==> src/rtl/ntp_offset_calc.sv <==
// rtl/ntp_offset_calc.sv - NTP four-timestamp offset/delay calculator
// Captures t1..t4 around one request/response exchange and reports offset, delay or an error code.
module ntp_offset_calc #(
  parameter int unsigned RESP_TIMEOUT = 100_000_000,
  parameter logic [63:0] MAX_DELAY    = 64'h0000_0000_4000_0000
) (
  input  logic        i_clk,
  input  logic        i_rst_n,
  input  logic [63:0] i_local_time,
  input  logic        i_req_sent,
  input  logic        i_ntp_recv_sig,
  input  logic [63:0] i_ntp_server_get,
  input  logic [63:0] i_ntp_server_send,
  output logic [63:0] o_offset,
  output logic [63:0] o_delay,
  output logic        o_calc_valid,
  output logic        o_sync_err,
  output logic [1:0]  o_err_code,
  output logic        o_busy,
  output logic [7:0]  o_stray_cnt
);

  typedef enum logic [2:0] {S_IDLE, S_WAIT_RESP, S_DIFF, S_SUM, S_CHECK} state_t;

  localparam logic [31:0] TMO_LAST = 32'(RESP_TIMEOUT - 1);

  state_t r_state, w_next;

  logic [63:0] r_t1, r_t2, r_t3, r_t4;
  logic [64:0] r_d1, r_d2, r_rtt, r_proc;
  logic [63:0] r_off;
  logic [65:0] r_dly;
  logic [31:0] r_tmo_cnt;
  logic [63:0] r_offset, r_delay;
  logic        r_calc_valid, r_sync_err;
  logic [1:0]  r_err_code;
  logic [7:0]  r_stray_cnt;

  logic signed [65:0] w_sum66;
  logic [65:0]        w_dly66;
  logic               w_timeout, w_stray, w_ts_bad, w_dly_bad;

  assign w_sum66   = {r_d1[64], r_d1} + {r_d2[64], r_d2};
  assign w_dly66   = {r_rtt[64], r_rtt} - {r_proc[64], r_proc};
  assign w_timeout = (r_tmo_cnt == TMO_LAST);
  assign w_stray   = i_ntp_recv_sig && (r_state != S_WAIT_RESP);
  assign w_ts_bad  = (r_t2 == 64'd0) || (r_t3 == 64'd0) || (r_t3 < r_t2);
  // Sign bit set means negative delay; otherwise the magnitude compare is unsigned-safe.
  assign w_dly_bad = r_dly[65] || (r_dly > {2'b00, MAX_DELAY});

  always_comb begin
    w_next = r_state;
    case (r_state)
      S_IDLE:      if (i_req_sent) w_next = S_WAIT_RESP;
      S_WAIT_RESP: begin
        if (i_ntp_recv_sig)  w_next = S_DIFF;
        else if (i_req_sent) w_next = S_WAIT_RESP;
        else if (w_timeout)  w_next = S_IDLE;
      end
      S_DIFF:      w_next = S_SUM;
      S_SUM:       w_next = S_CHECK;
      S_CHECK:     w_next = S_IDLE;
      default:     w_next = S_IDLE;
    endcase
  end

  always_ff @(posedge i_clk or negedge i_rst_n) begin
    if (!i_rst_n) r_state <= S_IDLE;
    else          r_state <= w_next;
  end

  always_ff @(posedge i_clk or negedge i_rst_n) begin
    if (!i_rst_n) begin
      r_t1 <= '0; r_t2 <= '0; r_t3 <= '0; r_t4 <= '0;
      r_d1 <= '0; r_d2 <= '0; r_rtt <= '0; r_proc <= '0;
      r_off <= '0; r_dly <= '0; r_tmo_cnt <= '0;
      r_offset <= '0; r_delay <= '0;
      r_calc_valid <= 1'b0; r_sync_err <= 1'b0;
      r_err_code <= 2'd0; r_stray_cnt <= 8'd0;
    end else begin
      r_calc_valid <= 1'b0;
      r_sync_err   <= 1'b0;
      case (r_state)
        S_IDLE: begin
          if (i_req_sent) begin
            r_t1      <= i_local_time;
            r_tmo_cnt <= 32'd0;
          end
        end
        S_WAIT_RESP: begin
          // Receive outranks both a repeated request and the timeout.
          if (i_ntp_recv_sig) begin
            r_t4 <= i_local_time;
            r_t2 <= i_ntp_server_get;
            r_t3 <= i_ntp_server_send;
          end else if (i_req_sent) begin
            r_t1      <= i_local_time;
            r_tmo_cnt <= 32'd0;
          end else if (w_timeout) begin
            r_sync_err <= 1'b1;
            r_err_code <= 2'd1;
          end else begin
            r_tmo_cnt <= r_tmo_cnt + 32'd1;
          end
        end
        S_DIFF: begin
          r_d1   <= {1'b0, r_t2} - {1'b0, r_t1};
          r_d2   <= {1'b0, r_t3} - {1'b0, r_t4};
          r_rtt  <= {1'b0, r_t4} - {1'b0, r_t1};
          r_proc <= {1'b0, r_t3} - {1'b0, r_t2};
        end
        S_SUM: begin
          r_off <= 64'(w_sum66 >>> 1);
          r_dly <= w_dly66;
        end
        S_CHECK: begin
          if (w_ts_bad) begin
            r_sync_err <= 1'b1;
            r_err_code <= 2'd3;
          end else if (w_dly_bad) begin
            r_sync_err <= 1'b1;
            r_err_code <= 2'd2;
          end else begin
            r_calc_valid <= 1'b1;
            r_err_code   <= 2'd0;
            r_offset     <= r_off;
            r_delay      <= r_dly[63:0];
          end
        end
        default: ;
      endcase
      if (w_stray && (r_stray_cnt != 8'hFF)) r_stray_cnt <= r_stray_cnt + 8'd1;
    end
  end

  assign o_offset     = r_offset;
  assign o_delay      = r_delay;
  assign o_calc_valid = r_calc_valid;
  assign o_sync_err   = r_sync_err;
  assign o_err_code   = r_err_code;
  assign o_busy       = (r_state != S_IDLE);
  assign o_stray_cnt  = r_stray_cnt;

endmodule

==> config.mk <==
export PLATFORM = sky130hd
export DESIGN_NAME = ntp_offset_calc
export DESIGN_NICKNAME = d
export VERILOG_FILES = /design/src/rtl/ntp_offset_calc.sv
export SDC_FILE = /design/constraint.sdc
export NUM_CORES = 2
export LEC_CHECK = 0
export ABC_AREA = 1
export BUFFER_PORTS_ARGS = -buffer_cell sky130_fd_sc_hd__buf_2
export CAP_MARGIN = 25
export CORE_MARGIN = 2
export CORE_UTILIZATION = 54
export DETAILED_ROUTE_END_ITERATION = 10
export PLACE_DENSITY_LB_ADDON = 0.08
export SYNTH_ARGS = -nofsm -noshare
export SYNTH_HDL_FRONTEND = slang
export SYNTH_SLANG_ARGS = --single-unit
==> constraint.sdc <==
create_clock -name i_clk -period 4.7 [get_ports i_clk]
set_clock_uncertainty 0.05 [all_clocks]
set_input_delay 0.705 -clock i_clk [delete_from_list [all_inputs] [get_ports i_clk]]
set_output_delay 0.705 -clock i_clk [all_outputs]
set_load 0.02 [all_outputs]
==> results by group <==
Outcome
  – Status: finished clean

Timing
  – RSZ-0062 raised after global routing: false
  – Final Cycle Share: 0.804
  – Setup ws final: just over 900 ps
  – Setup TNS: 0 ps
  – Slew Viols, Final: 0
  – Fin. Hold Viols: 0
  – Final min period: about 3800 ps
  – Slew HR: 0.284
  – Final setup vio count: 0
  – Worst-Margin Slew: between 1000 and 1500 ps
  – Max frequency: 264 MHz

Setup path
  – Reg-to-Reg Start: r_t2[56]
  – Worst endpoint required time: 5310 ps
  – Crit-path cells: inv_1 > ha_1 > inv_1 > o21ai_0 > nor2_1 > nand2_1 > nand2_1 > nand2_1 > a21oi_1 > nand2_1 > nand4_4 > buf_12 > nand2_1 > nand2_1
  – Max incr delay on CP: 490 ps
  – Worst R2R Setup Slack: ~920 ps
  – Slowest library cell on the worst path: ha_1
  – CP dominant cell by count: nand2_1
  – Setup crit start kind: register
  – R2R cell count: 14
  – Worst path arrival time: roughly 4400 ps
  – CP Max Fanout: 129
  – Crit path capture type: register
  – Worst R2R End: o_offset[4]
  – WP buf/inv: 3
  – Cell family with the largest share of critical-path delay: simple AND/OR/NAND/NOR gates
  – Crit Path Category: register to register

Detailed routing
  – Final wirelength: just under 300000 um
  – DRT iter0 DRCs: roughly 11000
  – Vias per cell: approximately 6
  – Antenna viol nets, final: 0
  – DRC violation count after routing: 0
  – Via Count: ~70000
  – TritonRoute pass-1 iters: 8
  – Routed wire per std cell: roughly 26 um

Clock network
  – Clk slew on worst S/H paths: approximately 60 ps
  – Post_cts resized: 0
  – Cts hold-fix bufs: 0
  – CTS tree: built
  – Post-CTS setup buffers: 0
  – Worst-Skew Late Latency: ~760 ps
  – CTS Buf Count: just over 90
  – Htree depth: 3
  – Clk sink count: roughly 820
  – CTS root buf: clkbuf_16
  – Clk buf depth: 3

Yosys
  – Synth Area in Simple Gates: 0.312
  – Cells after synthesis: between 9000 and 10000
  – Cell Area, Synth: slightly above 0.06 mm^2
  – Compound-Gate Fraction of Synth Area: 0.137
  – Asr flop ratio synth: 1.00
  – Top cell type's share of synthesized area: 0.333
  – Xor/xnor share of the synthesized area: 0.0265
  – Synth area leader: dfrtp_1
  – Largest family of logic cells by synthesized area: simple AND/OR/NAND/NOR gates
  – Sequential element share of the synthesized area: 0.333
  – Synth Flop Type: dfrtp_1
  – Proportion of synthesized area in mux cells: 0.0115
  – Post-synthesis adder-cell area fraction: 0.0802
  – Mapped Avg Cell Area: between 6 and 7 um^2
  – Distinct cells, synth: between 40 and 50
  – Mapped Nets: just under 10000
  – Post-synth EDFFs: 0
  – Yosys warning count: 0
  – Top post-synthesis cells by area: dfrtp_1 33%, nand2_1 15%, inv_1 8.6%
  – FF+latch count, synth: a little over 800

Global route
  – Antenna violations before repair: 21
  – Layer with the highest usage: met2
  – Met1 track utilization from global routing: 0.650
  – Largest net degree at the start of global routing: 130
  – GR Overflow Total: 0
  – Vias in the first global route: around 63000
  – M2 GR Usage: 0.683
  – Grt met3 use: 0.149
  – First-pass GRT wire length: roughly 420000 um
  – Total global-route track usage: 0.486

Layout
  – Post-synthesis to final-layout area growth: 10.8%
  – # nets final: approximately 10000
  – Post-Route Utilization: 0.601
  – FILL cells: around 11000
  – Multi-input gate area: 0.0351 mm^2
  – Layout cells sized above 1: 0.0676
  – Reg area: between 0.02 and 0.025 mm^2

Floorplan
  – Chip Height: between 300 and 400 um
  – Starting Density: 0.542
  – Row cnt: ~120
  – Placeable Area: ~0.11 mm^2
  – Chip width: approximately 340 um
  – Die area: about 0.12 mm^2
  – Top Ports: between 300 and 400

Min path
  – Hold Path Class: input port to asynchronous set/reset pin

Place
  – Post-place setup slack: roughly 1200 ps
  – Port bufs: between 300 and 400
  – RD Place Congestion: between 1 and 1.5
  – Detailed placer's ending HPWL: 241000 um

Flow run
  – Max Cap Violations: 0
synth_stat cells (12+ instances only):
| cell | number |
|---|---|
| nand3b_1 | 89 |
| o21bai_1 | 65 |
| nor3_1 | 120 |
| a21o_1 | 28 |
| or2_2 | 24 |
| mux2_2 | 63 |
| a31oi_1 | 26 |
| ha_1 | 386 |
| a21boi_0 | 37 |
| nor2_1 | 1188 |
| nor4_1 | 45 |
| o21ai_0 | 759 |
| inv_1 | 1406 |
| buf_2 | 18 |
| dfrtp_1 | 821 |
| o21a_1 | 16 |
| nand4_1 | 195 |
| buf_6 | 14 |
| xor2_1 | 46 |
| a21oi_1 | 655 |
| clkbuf_1 | 141 |
| nand2_1 | 2517 |
| xnor2_1 | 141 |
| buf_1 | 12 |
| nand3_1 | 466 |
flip-flops by register name (all words and copies together) (netlist names), 3 cells and up:
signal / flops
o_delay: 64
o_offset: 64
o_stray_cnt: 8
r_d1: 65
r_d2: 65
r_dly: 66
r_off: 64
r_proc: 65
r_rtt: 65
r_state: 3
r_t1: 64
r_t2: 64
r_t3: 64
r_t4: 64
r_tmo_cnt: 32
worst max path at each step:
stage | start | endpoint | cells after the start
2_1_floorplan | r_t3[0] | r_proc[58] | 15
3_3_place_gp | r_t4[32] | r_d2[34] | 13
3_5_place_dp | r_t2[56] | o_delay[0] | 14
4_1_cts | r_t2[56] | o_delay[16] | 14
5_1_grt | r_t2[56] | o_offset[4] | 14
6_report | r_t2[56] | o_offset[4] | 14
logic make-up (layout without fill, tap and decap cells):
| logic type | Yosys count | in the layout |
|---|---|---|
| fa+ha+maj | 392 | 392 |
| xor+xnor | 187 | 187 |
| simple gates | 4658 | 4658 |
| compound gates | 1604 | 1604 |
| other cells | 0 | 19 |
| flops | 821 | 821 |
| buf+inv | 1595 | 1971 |
| mux | 63 | 63 |
per-stage QoR:
| stage | hold WS [ps] | std cells | area, um^2 |
|---|---|---|---|
| after floorplan | 359 | 9320 | 61700 |
| after global placement | 394 | 11000 | 65100 |
| after detailed placement | 403 | 11000 | 65200 |
| after CTS | 25.3 | 11200 | 68300 |
| after global routing | 48.7 | 11200 | 68400 |
| final | 10.8 | 11200 | 68400 |
placed cells by master, fill, tap and decap left out, types with 195 or more instances in the layout:
| cell | count |
|---|---|
| nand2_1 | 2513 |
| inv_1 | 1406 |
| nor2_1 | 1188 |
| dfrtp_1 | 821 |
| o21ai_0 | 759 |
| a21oi_1 | 654 |
| nand3_1 | 466 |
| ha_1 | 386 |
| buf_2 | 336 |
| nand4_1 | 195 |
per-layer routing:
| metal | vias to the layer above | routed length, um |
|---|---|---|
| li1 | 30700 | - |
| met1 | 32200 | 113000 |
| met2 | 5286 | 117000 |
| met3 | 946 | 41200 |
| met4 | 16 | 22800 |
| met5 | - | 327 |
cell type report:
type                       instances  area share
clock inverter                    43     0.00871
timing repair buffer             396      0.0342
tap                             1512      0.0277
clock buffer                     124      0.0379
antenna                           19    0.000695
inverter                        1408      0.0773
multi-input combinational       6904       0.513
sequential                       821       0.300
Power is not shown: default switching activity piles up to over one toggle a cycle in this logic, so the estimate is an artifact.
